`src/rtl/fetch_queue.sv`:
```
// Instruction prefetch queue: issues sequential fetches over a single-outstanding
// req/ack handshake and buffers {pc, instr} pairs for decode, flushing on redirect.
module fetch_queue #(
   parameter int unsigned DEPTH    = 4,
   parameter logic [31:0] RESET_PC = 32'h0000_0000
) (
   input  logic        clk,
   input  logic        reset,
   output logic        mem_req,
   output logic [31:0] mem_addr,
   input  logic        mem_ack,
   input  logic [31:0] mem_rdata,
   input  logic        redirect,
   input  logic [31:0] redirect_pc,
   input  logic        stall,
   output logic        instr_valid,
   output logic [31:0] instr_out,
   output logic [31:0] pc_out
);

   localparam int unsigned PTR_W = (DEPTH > 1) ? $clog2(DEPTH) : 1;
   localparam int unsigned CNT_W = PTR_W + 1;

   typedef enum logic [1:0] {
      S_IDLE  = 2'd0,
      S_WAIT  = 2'd1,
      S_DRAIN = 2'd2
   } state_t;

   state_t             r_state, w_state_nxt;
   logic [PTR_W-1:0]   r_head, r_tail, w_head_nxt, w_tail_nxt;
   logic [CNT_W-1:0]   r_count, w_count_nxt;
   logic [31:0]        r_fetch_pc, w_fetch_pc_nxt;
   logic               w_req_nxt;
   logic [31:0]        w_addr_nxt;
   logic               w_push, w_pop, w_flush, w_bypass;
   logic [31:0]        w_head_pc, w_head_ins;
   logic [31:0]        r_pc_mem  [DEPTH];
   logic [31:0]        r_ins_mem [DEPTH];

   // Next-state, handshake and queue-pointer logic; redirect overrides push and pop
   always_comb begin
      w_state_nxt    = r_state;
      w_req_nxt      = mem_req;
      w_addr_nxt     = mem_addr;
      w_fetch_pc_nxt = r_fetch_pc;
      w_push         = 1'b0;
      w_flush        = redirect;
      w_pop          = (r_count != '0) && !stall && !redirect;

      case (r_state)
         S_IDLE: begin
            if (redirect) begin
               w_fetch_pc_nxt = redirect_pc;
            end else if (r_count < CNT_W'(DEPTH)) begin
               w_req_nxt   = 1'b1;
               w_addr_nxt  = r_fetch_pc;
               w_state_nxt = S_WAIT;
            end
         end
         S_WAIT: begin
            if (mem_ack) begin
               w_req_nxt   = 1'b0;
               w_state_nxt = S_IDLE;
               if (redirect) begin
                  w_fetch_pc_nxt = redirect_pc;
               end else begin
                  w_push         = 1'b1;
                  w_fetch_pc_nxt = r_fetch_pc + 32'd4;
               end
            end else if (redirect) begin
               w_fetch_pc_nxt = redirect_pc;
               w_state_nxt    = S_DRAIN;
            end
         end
         S_DRAIN: begin
            if (redirect) w_fetch_pc_nxt = redirect_pc;
            if (mem_ack) begin
               w_req_nxt   = 1'b0;
               w_state_nxt = S_IDLE;
            end
         end
         default: begin
            w_req_nxt   = 1'b0;
            w_state_nxt = S_IDLE;
         end
      endcase

      if (w_flush) begin
         w_head_nxt  = '0;
         w_tail_nxt  = '0;
         w_count_nxt = '0;
      end else begin
         w_head_nxt  = r_head + PTR_W'(w_pop);
         w_tail_nxt  = r_tail + PTR_W'(w_push);
         w_count_nxt = r_count + CNT_W'(w_push) - CNT_W'(w_pop);
      end

      // A push into an otherwise-empty queue becomes the new head directly
      w_bypass = w_push && (r_tail == w_head_nxt);
      if (w_count_nxt == '0) begin
         w_head_pc  = 32'h0;
         w_head_ins = 32'h0;
      end else if (w_bypass) begin
         w_head_pc  = r_fetch_pc;
         w_head_ins = mem_rdata;
      end else begin
         w_head_pc  = r_pc_mem[w_head_nxt];
         w_head_ins = r_ins_mem[w_head_nxt];
      end
   end

   // Control state and registered outputs
   always_ff @(posedge clk or negedge reset) begin
      if (!reset) begin
         r_state     <= S_IDLE;
         r_head      <= '0;
         r_tail      <= '0;
         r_count     <= '0;
         r_fetch_pc  <= RESET_PC;
         mem_req     <= 1'b0;
         mem_addr    <= RESET_PC;
         instr_valid <= 1'b0;
         instr_out   <= 32'h0;
         pc_out      <= 32'h0;
      end else begin
         r_state     <= w_state_nxt;
         r_head      <= w_head_nxt;
         r_tail      <= w_tail_nxt;
         r_count     <= w_count_nxt;
         r_fetch_pc  <= w_fetch_pc_nxt;
         mem_req     <= w_req_nxt;
         mem_addr    <= w_addr_nxt;
         instr_valid <= (w_count_nxt != '0);
         instr_out   <= w_head_ins;
         pc_out      <= w_head_pc;
      end
   end

   // Entry storage needs no reset; occupancy is tracked by r_count
   always_ff @(posedge clk) begin
      if (w_push) begin
         r_pc_mem[r_tail]  <= r_fetch_pc;
         r_ins_mem[r_tail] <= mem_rdata;
      end
   end

endmodule
```
`config.mk`:
```
export PLATFORM = sky130hd
export DESIGN_NAME = fetch_queue
export DESIGN_NICKNAME = d
export VERILOG_FILES = /design/src/rtl/fetch_queue.sv
export SDC_FILE = /design/constraint.sdc
export NUM_CORES = 1
export LEC_CHECK = 0
export CORE_UTILIZATION = 35
export DETAILED_ROUTE_END_ITERATION = 10
export GPL_TIMING_DRIVEN = 0
export SLEW_MARGIN = 5
export SYNTH_ARGS = -nofsm -noshare
export SYNTH_HDL_FRONTEND = slang
export SYNTH_SLANG_ARGS = --single-unit
```
`constraint.sdc`:
```
create_clock -name clk -period 8.7 [get_ports clk]
set_clock_uncertainty 0.1 [all_clocks]
set_input_delay 1.74 -clock clk [delete_from_list [all_inputs] [get_ports clk]]
set_output_delay 1.74 -clock clk [all_outputs]
set_load 0.005 [all_outputs]
```
==> metrics <==
setup ws final=3630 ps; Pwr Density=307 nW/um2; CTS tree=yes; post-cts hold buffer count=0; first-pass GRT wire length=76500 um; Final Max Tran Viols=0; async set-reset flop share out of synthesis=35.2%; via count=12213; fin cells=2239; starting density of the core=35.5%; Wirelength per Cell=22.4 um; Die Area=50600 um2; Area Growth Syn to Fin=23.6%; average size of a mapped cell=13.2 um2; warnings from Yosys=0; Die X=225 um; clk slew on worst S/H paths=60 ps; relative slew slack=10.3%; Static Leakage=7.75 nW; Final Critical Period=5070 ps; commonest cells in the netlist=edfxtp_1 (256), dfrtp_1 (139), a211oi_1 (130); cell area after technology mapping=17400 um2; n_diodes=0; critical path endpoint category=flip-flop; total grt overflow=0; Worst setup SP type=input pin; synthesis-stage register bit count=395; main area contributors after synthesis=edfxtp_1 (44%), dfrtp_1 (20%), a211oi_1 (5.6%); top_reg_cell synth=edfxtp_1; Worst EP required=9000 ps; H-tree Lvls=2; initial antenna violation count=1; final WL=50200 um; footprint of the multi-input gates=5700 um2; top-count cell post-synth=edfxtp_1; Synthesized Nets=1392; Layout Nets=1618; hold_ws=411 ps; Unique masters post-synth=69; dpl hpwl=32800 um; Critical Path AT=5370 ps; GP Congestion=0.854; Core Region=49000 um2; DR vias/cell=5.45; Port Buf Inserts=164; Die H=225 um; Slew @ Worst Pin=1340 ps; Design Area, Final=21500 um2; Post-route DRC=0; Seq/Total Area, Yosys=64.2%; number of global-route vias before repair=12799; Post-synth EDFFs=256; Seq. cell area=11200 um2; synthesized instance count=1315; Worst Setup Path Type=input pin to flip-flop; CTS Buf Count=45; 1st-pass router iterations=5; Core Util, Final=43.9%; clock root buffer=clkbuf_16; final hold viol count=0; worst hold path class=flip-flop to flip-flop; maxcap violations=0; All-Layer GR Usage=20.0%; Clock Latency Late Sink=570 ps; Gates resized, CTS repair=0; fin crit share=58.3%; RSZ-0062 raised after global routing=false; Final TNS setup=0 ps; Synth top area share=44.2%; overall power=6.61 mW; Sink Count=395; filler instances=4442; First DRT Iteration DRCs=907; largest net degree at the start of global routing=85; Rows=81; Placed Cells=2158; share of cells above drive strength 1=13.7%; total setup buffers inserted after CTS=0; leading area contributor after synthesis=edfxtp_1; worst vdd ir=0.144 mV; CP Max Fanout=10; Antenna Nets Post-Route=0; fmax=197 MHz; outcome=complete, no violations; DP Area=20200 um2; CTS Buffer Depth=3; final setup vio count=0; Ports=167; DP Worst Slack=2990 ps
power breakdown:
part / internal, mW / switching [mW] / leakage [nW]
logic: 1.05 / 1.19 / 3.03
registers: 2.35 / 0.251 / 4.07
clock network: 1.02 / 0.741 / 0.652
sequential cells by signal, indices dropped and copies added (netlist names):
signal       cells
r_count          3
instr_out       32
r_pc_mem       128
r_ins_mem      128
instr_valid      1
r_head           2
r_fetch_pc      32
mem_addr        32
r_state          2
mem_req          1
r_tail           2
pc_out          32
cells in the final DEF, fill, tap and decap left out, types with 5 or more instances in the layout:
cell type and instances:
clkbuf_16 45, nor3_1 69, inv_1 9, a22oi_1 7
a211oi_1 130, ha_1 7, nor2_1 94, nor2b_1 5
clkdlybuf4s50_1 163, nand3_1 15, o22a_1 8, and3_1 70
nand4_1 5, dfrtp_1 139, a21oi_1 21, edfxtp_1 256
clkbuf_1 95, nor3b_1 5, buf_2 23, buf_1 8
o21a_1 65, nand2_1 89, o41ai_2 60, nand2b_1 5
clkinv_1 7, nor4_1 5, and2_1 7, o21ai_0 18
a2bb2oi_1 8, mux2_2 34, buf_6 12, clkinv_2 5
critical path: stages:
cell and delay (ps):
clkdlybuf4s50_1 570, and2_1 230, clkbuf_1 380, xnor2_1 180, ha_1 180, inv_1 50
fa_1 360, xnor3_1 220, a31oi_2 390, nand2b_1 80, buf_2 240, buf_6 210
o41ai_2 510
logic make-up (layout without fill, tap and decap cells):
group	Yosys count	after routing	synth area share [%]
flops	395	395	64.2
simple gates	394	394	11.4
mux	38	38	2.45
buf+inv	126	386	3.21
fa+ha+maj	8	8	0.619
xor+xnor	6	6	0.381
compound gates	348	348	17.7
path summary, 6_finish.rpt:
kind | slack (ps) | cells past startpoint | end | from
min in group asynchronous | 980 | 1 | instr_out[5]$_DFF_PN0_ | reset
setup reg to reg | 4560 | 15 | pc_out[17]$_DFF_PN0_ | r_state[1]$_DFFE_PN0P_
setup / recovery | 3630 | 13 | pc_out[17]$_DFF_PN0_ | mem_ack
hold reg to reg | 410 | 1 | mem_addr[4]$_DFFE_PN0P_ | mem_addr[4]$_DFFE_PN0P_
hold / removal | 410 | 1 | mem_addr[4]$_DFFE_PN0P_ | mem_addr[4]$_DFFE_PN0P_
max in group asynchronous | 6670 | 2 | r_fetch_pc[15]$_DFFE_PN0P_ | reset
final cells by class:
| class | count | share of cell area, % |
|---|---|---|
| buffer | 116 | 2.42 |
| clock buffer | 67 | 5.81 |
| clock inverter | 14 | 0.437 |
| inverter | 10 | 0.175 |
| multi-input combinational | 794 | 26.5 |
| sequential | 395 | 51.9 |
| tap | 664 | 3.86 |
| timing repair buffer | 179 | 8.85 |
metal layers:
| layer | part of all wire (%) | track usage (%) | up-vias |
|---|---|---|---|
| li1 | - | - | 5542 |
| met1 | 43 | 25.6 | 6161 |
| met2 | 49 | 34.0 | 420 |
| met3 | 5.5 | 3.02 | 88 |
| met4 | 2.8 | 7.42 | 2 |
| met5 | 0.024 | 0 | - |
Note: power is estimated with default switching activity, not from simulation.
